===== src/rtl/decode_scoreboard_rf.sv =====
// Decode-stage register file with per-register pending-writer counters.
// Raises stall on RAW / pending-overflow hazards and bypasses same-cycle writeback data.
module decode_scoreboard_slot #(
  parameter int DW   = 16,
  parameter int MAXP = 3,
  parameter int CW   = $clog2(MAXP+1)
) (
  input  logic          clk,
  input  logic          rst,
  input  logic          wb_hit,
  input  logic [DW-1:0] wb_data,
  input  logic          kill_hit,
  input  logic          inc,
  output logic [DW-1:0] q,
  output logic          busy,
  output logic          full,
  output logic          under
);
  logic [CW-1:0] cnt, eff;
  logic [CW:0]   cnt_x, dec;

  assign cnt_x = {1'b0, cnt};
  assign dec   = {{CW{1'b0}}, wb_hit} + {{CW{1'b0}}, kill_hit};
  assign under = dec > cnt_x;
  // eff is what remains outstanding once this cycle's retirements land
  assign eff   = under ? '0 : CW'(cnt_x - dec);
  assign busy  = eff != '0;
  assign full  = eff == CW'(MAXP);

  always_ff @(posedge clk or negedge rst)
    if (!rst) begin
      cnt <= '0;
      q   <= '0;
    end else begin
      cnt <= eff + CW'(inc);
      if (wb_hit) q <= wb_data;
    end
endmodule

module decode_scoreboard_rf #(
  parameter int DW       = 16,
  parameter int NREGS    = 8,
  parameter int MAXP     = 3,
  parameter int ZERO_REG = 0,
  parameter int AW       = $clog2(NREGS),
  parameter int CW       = $clog2(MAXP+1)
) (
  input  logic          clk,
  input  logic          rst,
  input  logic [AW-1:0] rd1_sel,
  input  logic [AW-1:0] rd2_sel,
  input  logic          src1_used,
  input  logic          src2_used,
  output logic [DW-1:0] rd1_data,
  output logic [DW-1:0] rd2_data,
  input  logic          issue_valid,
  input  logic          issue_we,
  input  logic [AW-1:0] issue_dst,
  output logic          stall,
  input  logic          wb_we,
  input  logic [AW-1:0] wb_sel,
  input  logic [DW-1:0] wb_data,
  input  logic          kill_valid,
  input  logic [AW-1:0] kill_sel,
  output logic          err
);
  localparam int NSLOT = 1 << AW;

  logic [NSLOT-1:0][DW-1:0] rf;
  logic [NSLOT-1:0]         busy, full, under, live;
  logic                     fire;

  // Slots past NREGS (and r0 when hardwired) are dead: read 0, never busy, ignore writes
  for (genvar r = 0; r < NSLOT; r++) begin : g_reg
    localparam logic [AW-1:0] IDX = AW'(r);
    if (r < NREGS && !(ZERO_REG != 0 && r == 0)) begin : g_live
      assign live[r] = 1'b1;
      decode_scoreboard_slot #(.DW(DW), .MAXP(MAXP), .CW(CW)) u_slot (
        .clk      (clk),
        .rst      (rst),
        .wb_hit   (wb_we && wb_sel == IDX),
        .wb_data  (wb_data),
        .kill_hit (kill_valid && kill_sel == IDX),
        .inc      (fire && issue_dst == IDX),
        .q        (rf[r]),
        .busy     (busy[r]),
        .full     (full[r]),
        .under    (under[r])
      );
    end else begin : g_dead
      assign live[r]  = 1'b0;
      assign rf[r]    = '0;
      assign busy[r]  = 1'b0;
      assign full[r]  = 1'b0;
      assign under[r] = 1'b0;
    end
  end

  assign rd1_data = (rst && wb_we && wb_sel == rd1_sel && live[rd1_sel]) ? wb_data : rf[rd1_sel];
  assign rd2_data = (rst && wb_we && wb_sel == rd2_sel && live[rd2_sel]) ? wb_data : rf[rd2_sel];

  assign stall = issue_valid && ((src1_used && busy[rd1_sel]) ||
                                 (src2_used && busy[rd2_sel]) ||
                                 (issue_we  && full[issue_dst]));
  assign fire  = issue_valid && issue_we && !stall;

  always_ff @(posedge clk or negedge rst)
    if (!rst)         err <= 1'b0;
    else if (|under)  err <= 1'b1;
endmodule


===== config.mk =====
export PLATFORM = sky130hd
export DESIGN_NAME = decode_scoreboard_rf
export DESIGN_NICKNAME = d
export VERILOG_FILES = /design/src/rtl/decode_scoreboard_rf.sv
export SDC_FILE = /design/constraint.sdc
export NUM_CORES = 1
export LEC_CHECK = 0
export CAP_MARGIN = 20
export CORE_MARGIN = 2
export CORE_UTILIZATION = 30
export CTS_BUF_LIST = sky130_fd_sc_hd__clkbuf_16
export CTS_CLUSTER_DIAMETER = 100
export DETAILED_ROUTE_END_ITERATION = 10
export PLACE_DENSITY = 0.45
export SLEW_MARGIN = 20
export SYNTH_ARGS = -nofsm -noshare
export SYNTH_HDL_FRONTEND = slang
export SYNTH_SLANG_ARGS = --single-unit

===== constraint.sdc =====
create_clock -name clk -period 4.5 [get_ports clk]
set_input_delay 0.9 -clock clk [delete_from_list [all_inputs] [get_ports clk]]
set_output_delay 0.9 -clock clk [all_outputs]
set_load 0.01 [all_outputs]

### After elaboration in Yosys (flattened, before gate mapping)

Memory sizes are Yosys's and may differ from the RTL's.
Index checks and enable logic that the tools add are counted.

| storage, ports and cells | value |
|---|---|
| output and inout port bits | 34 |
| memories | 2 |
| logic and storage cells | 157 |
| bits in registers | 145 |
| ROM bits | 16 |
| bits of input ports | 39 |

Memories:

| memory | depth | bits a word | rd ports | clocked after memory_dff | write ports | line | RTL |
|---|---|---|---|---|---|---|---|
| (no name shown) | 8 | 1 | 1 | 0 | 0 | 100 | `assign rd2_data = (rst && wb_we && wb_sel == rd2_sel && live[rd2_sel]) ? wb_data : rf[rd2_sel];` |
| (no name shown) | 8 | 1 | 1 | 0 | 0 | 99 | `assign rd1_data = (rst && wb_we && wb_sel == rd1_sel && live[rd1_sel]) ? wb_data : rf[rd1_sel];` |

| operators by class | value |
|---|---|
| multiplexer cells | 22 |
| add/subtract/negate cells | 24 |
| equal/unequal tests | 31 |
| reduce and logical (&&, ||, !) cells | 50 |
| $lt $le $gt $ge | 11 |

Operator list:

| kind | count |
|---|---|
| 16-bit binary-select mux with 3-bit select | 2 |
| 16-bit two-way mux | 4 |
| 3-bit equality test, second input constant | 12 |
| 1-bit logical AND | 35 |
| 3-bit by 2-bit > comparator with 1-bit output | 8 |
| 3-bit by 2-bit equality test with 1-bit output, second input constant | 6 |
| 1-bit by 1-bit adder with 2-bit output | 8 |
| 2-bit by 1-bit adder with 2-bit output | 8 |
| 2-bit equality test, second input constant | 8 |
| 2-bit two-way mux | 8 |
| 2-bit nonzero test | 8 |
| 2-bit subtractor | 8 |
| 3-bit by 4-bit < comparator with 1-bit output, second input constant | 3 |
| 1-bit binary-select mux with 3-bit select | 3 |
| 3-bit by 1-bit equality test with 1-bit output, second input constant | 3 |
| 3-bit zero test | 3 |
| 8-bit OR reduction | 1 |
| 3-bit equality test | 2 |
| 1-bit two-way mux | 5 |
| 1-bit logical OR | 2 |
| 1-bit zero test | 1 |

### Depth between registers and ports, before layout

Gate-level depths: netlist of run 1.

| logic depth | value |
|---|---|
| word-level depth | 16 |
| gate-level depth with buffers | 17 |
| depth with buffers taken out | 14 |

### Hierarchy

From an unflattened synthesis of run 1, not the netlist that was laid out.

| unflattened totals | value |
|---|---|
| cell total of the unflattened synthesis | 672 |
| area total of the unflattened synthesis | 9252.6 um2 |

Modules (own cells, without submodules):

| module | area each (um2) | cells each | instances | sequential area each (um2) |
|---|---|---|---|---|
| decode_scoreboard_slot | 802.0 | 50 | 8 | 450.4 |
| decode_scoreboard_rf | 2836.5 | 272 | 1 | 25.0 |

### Least setup slack after synthesis of run 1

No wires, ideal clock.

| timing | value |
|---|---|
| path kind | input to output |
| start | in wb_sel[1] |
| end | out stall |
| data required time | 3.600 ns |
| buffers on the path | 3 |
| stages on the path | 14 |
| setup slack | -0.212 ns |
| arrival time | 3.812 ns |
| path through | buf_2 -> nand2b_1 -> or2_2 -> clkbuf_1 -> clkinv_1 -> buf_2 -> ha_1 -> ha_1 -> a211oi_1 -> a211oi_1 -> mux4_2 -> nand3b_4 -> nand4_4 -> and2_1 |

| between the ends | value |
|---|---|
| longest elaborated chain between the ends | 12 |
| elaborated cells between the ends (all ways) | 76 |
| classes of those cells | add/sub: 16; order compare: 8; eq/ne: 15; mux: 14; reduce/logical: 23 |

Ends and longest elaborated chain:

| what | line | RTL |
|---|---|---|
| start: declaration | 61 | `input logic [AW-1:0] wb_sel,` |
| 3-bit equality test (*) | 81 | `.wb_hit (wb_we && wb_sel == IDX),` |
| 1-bit logical AND (*) | 81 |  |
| via g_reg[5].g_live.u_slot.wb_hit | 10 | `input logic wb_hit,` |
| 1-bit by 1-bit adder with 2-bit output (*) | 23 | `assign dec = {{CW{1'b0}}, wb_hit} + {{CW{1'b0}}, kill_hit};` |
| 3-bit by 2-bit > comparator with 1-bit output or 2-bit subtractor (tied branches) | 24, 26 |  |
| 2-bit two-way mux (*) | 26 | `assign eff = under ? '0 : CW'(cnt_x - dec);` |
| 2-bit nonzero test | 27 | `assign busy = eff != '0;` |
| 1-bit binary-select mux with 3-bit select (on tied branches) | 102, 103 |  |
| 1-bit two-way mux (on tied branches) | 102, 103 |  |
| 1-bit logical AND (on tied branches) | 102, 103 |  |
| 1-bit logical OR | 102 | `assign stall = issue_valid && ((src1_used && busy[rd1_sel]) \|\|` |
| 1-bit logical OR (*) | 103 | `(src2_used && busy[rd2_sel]) \|\|` |
| 1-bit logical AND (*) | 102 |  |
| end: declaration | 59 | `output logic stall,` |

The timed path passes the listed nets; every way through them passes the cells marked *. The select of a mux whose other input is x is not followed.

### Final worst setup path of run 1

| timing | value |
|---|---|
| start | in kill_sel[2] |
| end | out stall |

| between the ends | value |
|---|---|
| longest elaborated chain between the ends | 12 |
| elaborated cells between the ends (all ways) | 76 |
| classes of those cells | add/sub: 16; order compare: 8; eq/ne: 15; mux: 14; reduce/logical: 23 |

Ends and longest elaborated chain:

| what | line | RTL |
|---|---|---|
| start: declaration | 64 | `input logic [AW-1:0] kill_sel,` |
| 3-bit by 1-bit equality test with 1-bit output, or another cell as far along | 83 | `.kill_hit (kill_valid && kill_sel == IDX),` |
| 1-bit logical AND | 83 |  |
| 1-bit by 1-bit adder with 2-bit output | 23 |  |
| 3-bit by 2-bit > comparator with 1-bit output or 2-bit subtractor (tied branches) | 24, 26 |  |
| 2-bit two-way mux | 26 |  |
| 2-bit nonzero test | 27 |  |
| 1-bit binary-select mux with 3-bit select (on tied branches) | 102, 103 |  |
| 1-bit two-way mux (on tied branches) | 102, 103 |  |
| 1-bit logical AND (on tied branches) | 102, 103 |  |
| 1-bit logical OR | 102 |  |
| 1-bit logical OR (*) | 103 |  |
| 1-bit logical AND (*) | 102 |  |

Mark *: on every way between the ends. The rest lies on a longest branch, timed or not. The select of a mux whose other input is x is not followed.

==> out/qor.yml, run 1 <==
outcome:
  status: "finished clean"
route:
  first_pass_iters: 4
  drc: 0
  drt_wl_total_um: 27830
  drt-initial-drc-count: 444
  detail_route.wl_per_cell_um: 19.41
  ant_nets: 0
  via_per_inst: 4.964
  vias: 7118
clocking:
  clkTransAtPathRegs_ns: 0.06
  cts_buffers: 17
  htreeDepth: 4
  clk_latency_ns: 0.42
  cts_max_path_buffers: 2
  hold_buffers: 0
  clockRootBuffer: "clkbuf_16"
  clkSinkCount: 145
  cts_tree: "yes"
sta:
  timing.hold.ws_ns: 0.4949
  clock_skew_ns: 0.01173
  setup_slack_ns: 0.1091
  fmax_mhz: 227.7
  min_period_ns: 4.391
  drv_slew: 0
  maxSlewHeadroom: 0.4543
  setup_viol: 0
  fin_crit_sh: 0.9758
  tightest_slew_ns: 0.8186
  hold_viol_final: 0
floorplanning:
  io_pins: 73
  die_area_um2: 32430
  die_height_um: 180.1
  core_um2: 30590
  start_util: 0.3041
  fp-row-count: 64
  die_w_um: 180.1
power:
  finalPower_mw: 5.110
  p_leak_nw: 5.340
  powerDensity_nw_per_um2: 425.4
  ir_worst_vdd_v: 0.0002787
global_route:
  antenna_found_initial: 0
  grt_util_all_layers: 0.1780
  grt_overflow: 0
  grt_pass1_vias: 7402
  grt_pass1_wl_um: 43830
  grt_max_degree: 64
synthesis:
  syn-cell-area_um2: 9303
  syn_avg_cell_area_um2: 10.30
  async_flop_share: 1.000
  synth_area_leaders: "dfrtp_1, mux4_2, nand2_1"
  synth_seq_cells: 145
  yosys.area.top_type: "dfrtp_1"
  ys_warn_count: 0
  synth_edf_count: 0
  syn_nets: 982
  yosysTopAreaCellShare: 0.3900
  syn_inst: 903
  ys_types: 50
  synthFlopType: "dfrtp_1"
  ys_seq_area_frac: 0.3900
place:
  portBuffers: 72
  dp_cells: 1400
  dpl.hpwl_um: 18260
  gp_congestion: 0.8089
  dp_slack_ns: -0.6411
critical_path:
  worstSetupPathDepth: 13
  cp_num_buf_inv: 3
  startpoint_type: "input pin"
  r2r_cells: 13
  reg2reg_from: "g_reg[7].g_live.u_slot.cnt[1]"
  worstPathCellList: "dlygate4sd2_1 -> nand2b_4 -> buf_4 -> nor2_4 -> ha_1 -> ha_4 -> and3_1 -> o211ai_1 -> a211oi_2 -> nor4_4 -> nand4_4 -> and2_4 -> clkdlybuf4s15_2"
  cp.required_ns: 3.60
  slowest_delay_ns: 0.33
  crit_type: "input pin to output port"
  path_max_fanout: 4
  worst_ep_arrival_time_ns: 3.49
  critPathCaptureType: "output port"
  startpoint: "kill_sel[2]"
  crit_end: "stall"
  reg2reg_to: "g_reg[6].g_live.u_slot.cnt[1]"
  ff2ff_setup_slack_ns: 1.70
  critPathTopFamily: "simple AND/OR/NAND/NOR gates"
  slowest_stage: "nor4_4"
final_layout:
  drive_gt1_frac: 0.3179
  num_antenna_cells: 0
  final_cell_count_no_fill: 1434
  area_growth_pct: 29.12
  layout.nets: 1104
worst_hold_path:
  min_from: "g_reg[6].g_live.u_slot.q[3]"
  hold_class: "flop to flop"
job:
  maxCapViolations: 0
-- area by class of cell --
cell class | instances | area [um^2]
clock buffer | 17 | 425.4
inverter | 45 | 172.7
fill | 3019 | 18580
tap | 396 | 495.5
clock inverter | 15 | 181.4
multi-input combinational | 652 | 5659
timing repair buffer | 164 | 1449
sequential | 145 | 3628
-- power breakdown --
part           internal, mW  switching [mW]  total (mW)
registers              1.59           0.181        1.77
logic                  1.02           0.829        1.85
clock network         0.878           0.606        1.48
total                  3.49            1.62        5.11
-- cell families (layout without fill, tap and decap cells) --
kind of cell               after synthesis  after routing  share of synthesized area
adders and majority gates               40             40                    0.05380
muxes                                  161            161                     0.2693
DFF                                    145            145                     0.3900
xor gates and xnor gates                14             14                    0.01318
and+or+nand+nor                        347            347                     0.1642
AOI/OAI and AO/OA                       90             90                    0.06295
buffers and inverters                  106            241                    0.04654
-- through the flow --
| step | TNS (ns) | util | cell area, um^2 |
|---|---|---|---|
| 6_report | 0 | 0.3927 | 12010 |
| 5_1_grt | -0.007043 | 0.3927 | 12010 |
| 3_3_place_gp | -0.6619 | 0.3614 | 11060 |
| 4_1_cts | 0 | 0.3913 | 11970 |
| 3_5_place_dp | -0.8055 | 0.3614 | 11060 |
| 2_1_floorplan | 0 | - | 9359 |
-- cell usage in the layout (no fill, tap or decap), types with 5 or more instances in the layout --
cell             synthesis  layout
inv_1                   41      41
buf_4                    3      84
xor2_1                  11      11
nor2_4                   0       6
nor3_1                  13      10
ha_1                    40      26
buf_2                   18       5
mux4_2                  65      65
mux2i_1                 32      32
ha_4                     0      13
buf_12                   0       6
clkbuf_16                0      17
o211ai_1                 8       8
o21ai_0                 36      33
nand2_1                246     243
a21o_1                   7       7
a211oi_2                 0      10
and3_1                  14      14
nor2_1                  29      23
nand2b_4                 0       5
clkdlybuf4s50_1          0      58
mux2_2                  64      64
dfrtp_1                145     145
-- cell usage after synthesis (all sizes together), types with 2 or more instances --
library cell / n
a221oi: 2
nor3b: 2
nor2: 31
a2111oi: 2
dfrtp: 145
nor4b: 2
nor4: 7
clkbuf: 39
mux2: 64
mux4: 65
buf: 22
a21o: 7
xnor2: 3
and3: 14
a21oi: 3
a211o: 2
or2: 2
xor2: 11
nand2b: 9
inv: 41
and2: 3
nor3: 15
a211oi: 12
clkinv: 4
o211ai: 8
o21ai: 38
nor2b: 7
o31ai: 4
ha: 40
nand3: 3
mux2i: 32
a22oi: 4
a31oi: 3
nand2: 246
nand4: 4
-- worst min-delay path, stage by stage (launching register included) --
cell	delay [ns]
dfrtp_1	0.35
nand2_1	0.06
nand2_1	0.06
-- worst min-delay path by stage --
stage               cells past startpoint  slack, ns                            to
floorplan                               2       0.46  g_reg[6].g_live.u_slot.q[10]
global placement                        2       0.47   g_reg[6].g_live.u_slot.q[6]
detailed placement                      2       0.48   g_reg[6].g_live.u_slot.q[3]
CTS                                     2       0.49   g_reg[6].g_live.u_slot.q[3]
global route                            2       0.51   g_reg[6].g_live.u_slot.q[3]
finish                                  2       0.49   g_reg[6].g_live.u_slot.q[3]
-- sequential cells by signal, summed over array words and instances, names as in the netlist --
register / flops
g.g_live.u_slot.q: 128
err: 1
g.g_live.u_slot.cnt: 16
-- routing by layer --
metal  GRT usage  part of all wire
met1      0.2561              0.49
met2      0.2848              0.47
met3     0.02890             0.035
met4     0.03613            0.0091
met5           0                 0
-- timing repair --
item	CTS	global route
setup buffers	1	1
resized for setup	73	18
hold endpoints to repair	0	0
endpoints found under the setup margin	1	1
pin swaps	17	11
No activity file was read; power rests on OpenSTA's default activity.
==> run 2, diff against run 1 <==
Settings changed: CAP_MARGIN 20 to unset.
==> results of run 2 <==
No change in the layout: final DEF, timing and power equal those of run 1.
==> run 3, diff against run 2 <==
Settings changed: DONT_BUFFER_PORTS set to 1, PLACE_DENSITY 0.45 to 0.42, SYNTH_HIERARCHICAL set to 1.
==> out/qor.yml, run 3 <==
outcome:
  status: "finished clean"  # unchanged
critical_path:
  path_max_fanout: 4  # unchanged
  ff2ff_setup_slack_ns: 1.56  # was 1.70 ns
  worst_ep_arrival_time_ns: 3.46  # was 3.49 ns
  startpoint_type: "input pin"  # unchanged
  reg2reg_from: "g_reg[2].g_live.u_slot/cnt[0]"  # was g_reg[7].g_live.u_slot.cnt[1]
  worstPathCellList: "nand2b_1 -> nor2_2 -> ha_1 -> ha_1 -> inv_1 -> fa_1 -> inv_1 -> nor3_1 -> mux4_2 -> mux2i_1 -> nor2b_1 -> o31a_1"  # was dlygate4sd2_1 -> nand2b_4 -> buf_4 -> nor2_4 -> ha_1 -> ha_4 -> and3_1 -> o211ai_1 -> a211oi_2 -> nor4_4 -> nand4_4 -> and2_4 -> clkdlybuf4s15_2
  slowest_delay_ns: 0.51  # was 0.33 ns
  crit_type: "input pin to output port"  # unchanged
  slowest_stage: "mux4_2"  # was nor4_4
  critPathCaptureType: "output port"  # unchanged
  reg2reg_to: "g_reg[2].g_live.u_slot/cnt[1]"  # was g_reg[6].g_live.u_slot.cnt[1]
  cp.required_ns: 3.60  # about the same
  r2r_cells: 12  # was 13
synthesis:
  syn_avg_cell_area_um2: 13.77  # was 10.30 um^2
  synthFlopType: "dfrtp_1"  # unchanged
  synth_seq_cells: 145  # unchanged
  syn_inst: 672  # was 903
  syn-cell-area_um2: 9253  # was 9303 um^2
  yosys.area.top_type: "dfrtp_1"  # unchanged
  ys_seq_area_frac: 0.3922  # was 0.3900
  async_flop_share: 1.000  # unchanged
  yosysMostFrequentCell: "dfrtp_1"  # was nand2_1
  ys_warn_count: 6  # was 0
  syn_nets: 743  # was 982
  yosysTopAreaCellShare: 0.3922  # was 0.3900
  synth_edf_count: 0  # unchanged
  ys_top_cells_by_count: "dfrtp_1, mux2_4, mux4_2"  # was nand2_1, dfrtp_1, mux4_2
  synth_area_leaders: "dfrtp_1, mux4_2, mux2_4"  # was dfrtp_1, mux4_2, nand2_1
  ys_types: 36  # was 50
global_route:
  grt_max_degree: 147  # was 64
  grt_util_all_layers: 0.1547  # was 0.1780
  grt_pass1_wl_um: 37450  # was 43830 um
  antenna_found_initial: 0  # unchanged
  grt_overflow: 0  # unchanged
  grt_pass1_vias: 5950  # was 7402
clocking:
  clkTransAtPathRegs_ns: 0.06  # about the same
  cts_buffers: 17  # unchanged
  clkSinkCount: 145  # unchanged
  clockRootBuffer: "clkbuf_16"  # unchanged
  cts_tree: "yes"  # unchanged
  htreeDepth: 4  # unchanged
  hold_buffers: 0  # unchanged
  clk_latency_ns: 0.42  # about the same
  cts_max_path_buffers: 2  # unchanged
sta:
  fin_crit_sh: 0.9696  # was 0.9758
  finalSetupTns_ns: 0  # unchanged
  min_period_ns: 4.363  # was 4.391 ns
  setup_slack_ns: 0.1368  # was 0.1091 ns
  timing.hold.ws_ns: 0.1774  # was 0.4949 ns
  clock_skew_ns: 0.005423  # was 0.01173 ns
  fmax_mhz: 229.2  # was 227.7 MHz
  rsz0062_at_grt: "no"
  drv_slew: 0  # unchanged
  hold_viol_final: 0  # unchanged
  maxSlewHeadroom: 0.6143  # was 0.4543
  setup_viol: 0  # unchanged
  tightest_slew_ns: 0.5724  # was 0.8186 ns
place:
  dp_slack_ns: 0.05017  # was -0.6411 ns
  placed_area_um2: 9457  # was 11060 um^2
  dp_cells: 1034  # was 1400
  dpl.hpwl_um: 15020  # was 18260 um
  gp_congestion: 0.7465  # was 0.8089
  portBuffers: 0  # was 72
power:
  powerDensity_nw_per_um2: 456.3  # was 425.4 nW/um^2
  p_int_mw: 3.260  # was 3.494 mW
  ir_worst_vdd_v: 0.0002777  # was 0.0002787 V
  netSwitchingFraction: 0.2890  # was 0.3163
  pwr-share-clk: 0.310  # was 0.290
  pwr-share-seq: 0.403  # was 0.347
  p_switching_mw: 1.325  # was 1.616 mW
  p_leak_nw: 4.222  # was 5.340 nW
  p_comb_frac: 0.287  # was 0.362
  finalPower_mw: 4.586  # was 5.110 mW
route:
  drt_wl_total_um: 24380  # was 27830 um
  via_per_inst: 5.020  # was 4.964
  ant_nets: 0  # unchanged
  first_pass_iters: 4  # unchanged
  drc: 0  # unchanged
  drt-initial-drc-count: 285  # was 444
  detail_route.wl_per_cell_um: 22.87  # was 19.41 um
  vias: 5351  # was 7118
floorplanning:
  die_area_um2: 32260  # was 32430 um^2
  start_util: 0.3033  # was 0.3041
  fp-row-count: 64  # unchanged
  die_w_um: 179.6  # was 180.1 um
  core_um2: 30510  # was 30590 um^2
  io_pins: 73  # unchanged
  die_height_um: 179.6  # was 180.1 um
final_layout:
  final_common_cell: "dfrtp_1"  # was nand2_1
  layout_common_cells: "dfrtp_1, mux2_4, mux4_2"  # was nand2_1, dfrtp_1, buf_4
  fillers: 2997  # was 3019
  largest_reg_flops: 128  # unchanged
  fin_area_um2: 10050  # was 12010 um^2
  top_regs: "g.g_live.u_slot/q x128, g.g_live.u_slot/cnt x16, err x1"  # was g.g_live.u_slot.q x128, g.g_live.u_slot.cnt x16, err x1
  top_register: "g.g_live.u_slot/q"  # was g.g_live.u_slot.q
  final_cell_count_no_fill: 1066  # was 1434
  area_growth_pct: 8.601  # was 29.12%
  drive_gt1_frac: 0.3761  # was 0.3179
  num_antenna_cells: 0  # unchanged
  multiInputGateArea_um2: 5099  # was 5659 um^2
  seqCellArea_um2: 3628  # unchanged
  layout.nets: 728  # was 1104
  utilization: 0.3294  # was 0.3927
worst_hold_path:
  hold_class: "input pin to async pin"  # was flop to flop
job:
  maxCapViolations: 0  # unchanged
-- run 3: cell types whose count changed in the layout (fill, tap and decap cells not counted), moves of 13 or more --
cell and change:
nand2_1 -196, mux2_4 +80, buf_4 -72, clkdlybuf4s50_1 -58, mux2_2 -16, and3_1 -14
ha_4 -13
-- run 3: worst max-delay path by stage --
stage | from | cells after the start | end | slack, ns
final | wb_sel[0] | 12 | stall | 0.14
after global routing | wb_sel[0] | 12 | stall | 0.008
after floorplan | wb_sel[2] | 13 | stall | 0.19
after global placement | kill_sel[2] | 12 | stall | 0.08
after detailed placement | kill_sel[2] | 12 | stall | 0.05
after CTS | kill_sel[2] | 12 | stall | 0.05
-- run 3: power groups by stage --
| stage | sequential, mW | combinational [mW] | clock, mW |
|---|---|---|---|
| finish | 1.85 | 1.32 | 1.42 |
| global route | 1.89 | 1.44 | 1.53 |
| CTS | 1.85 | 1.34 | 1.47 |
| detailed placement | 1.87 | 1.33 | 0 |
| global placement | 1.84 | 1.30 | 0 |
| floorplan | 1.79 | 1.15 | 0 |
-- run 3: area by class of cell --
cell class / instances / area share
sequential: 145 / 0.3611
multi-input combinational: 439 / 0.5074
clock buffer: 17 / 0.04234
inverter: 42 / 0.01569
timing repair buffer: 12 / 0.008965
clock inverter: 15 / 0.01519
tap: 396 / 0.04931
-- run 3: per-layer routing --
metal / wire length (um) / GRT usage / vias up / share of wire
met5: 0 / 0 / - / 0
met4: 478 / 0.05236 / 0 / 0.020
met3: 790 / 0.03343 / 25 / 0.032
met2: 11820 / 0.2520 / 86 / 0.48
met1: 11290 / 0.2045 / 2828 / 0.46
li1: - / - / 2412 / -
-- run 3: kinds of logic (layout without fill, tap and decap cells) --
group | count (synthesis) | in the layout | share of synthesized area
AO/OA/AOI/OAI | 48 | 48 | 0.02799
XOR/XNOR | 14 | 14 | 0.01325
adder cells (fa/ha/maj) | 32 | 32 | 0.04976
buffers and inverters | 88 | 86 | 0.06288
flip-flops | 145 | 145 | 0.3922
multiplexers | 235 | 235 | 0.3946
AND/OR/NAND/NOR | 110 | 110 | 0.05936
-- run 3: what timing repair did --
action / CTS / global route
resized for setup: 0 / 3
setup endpoints to repair: 0 / 1
buffers inserted: 0 / 0
-- run 3: critical path, delay by kind of cell --
kind                     cells  cell delay [ns]
multiplexers                 2             0.67
AND/OR/NAND/NOR              4             0.51
adder cells (fa/ha/maj)      3             0.88
buffers and inverters        2             0.17
AO/OA/AOI/OAI                1             0.33
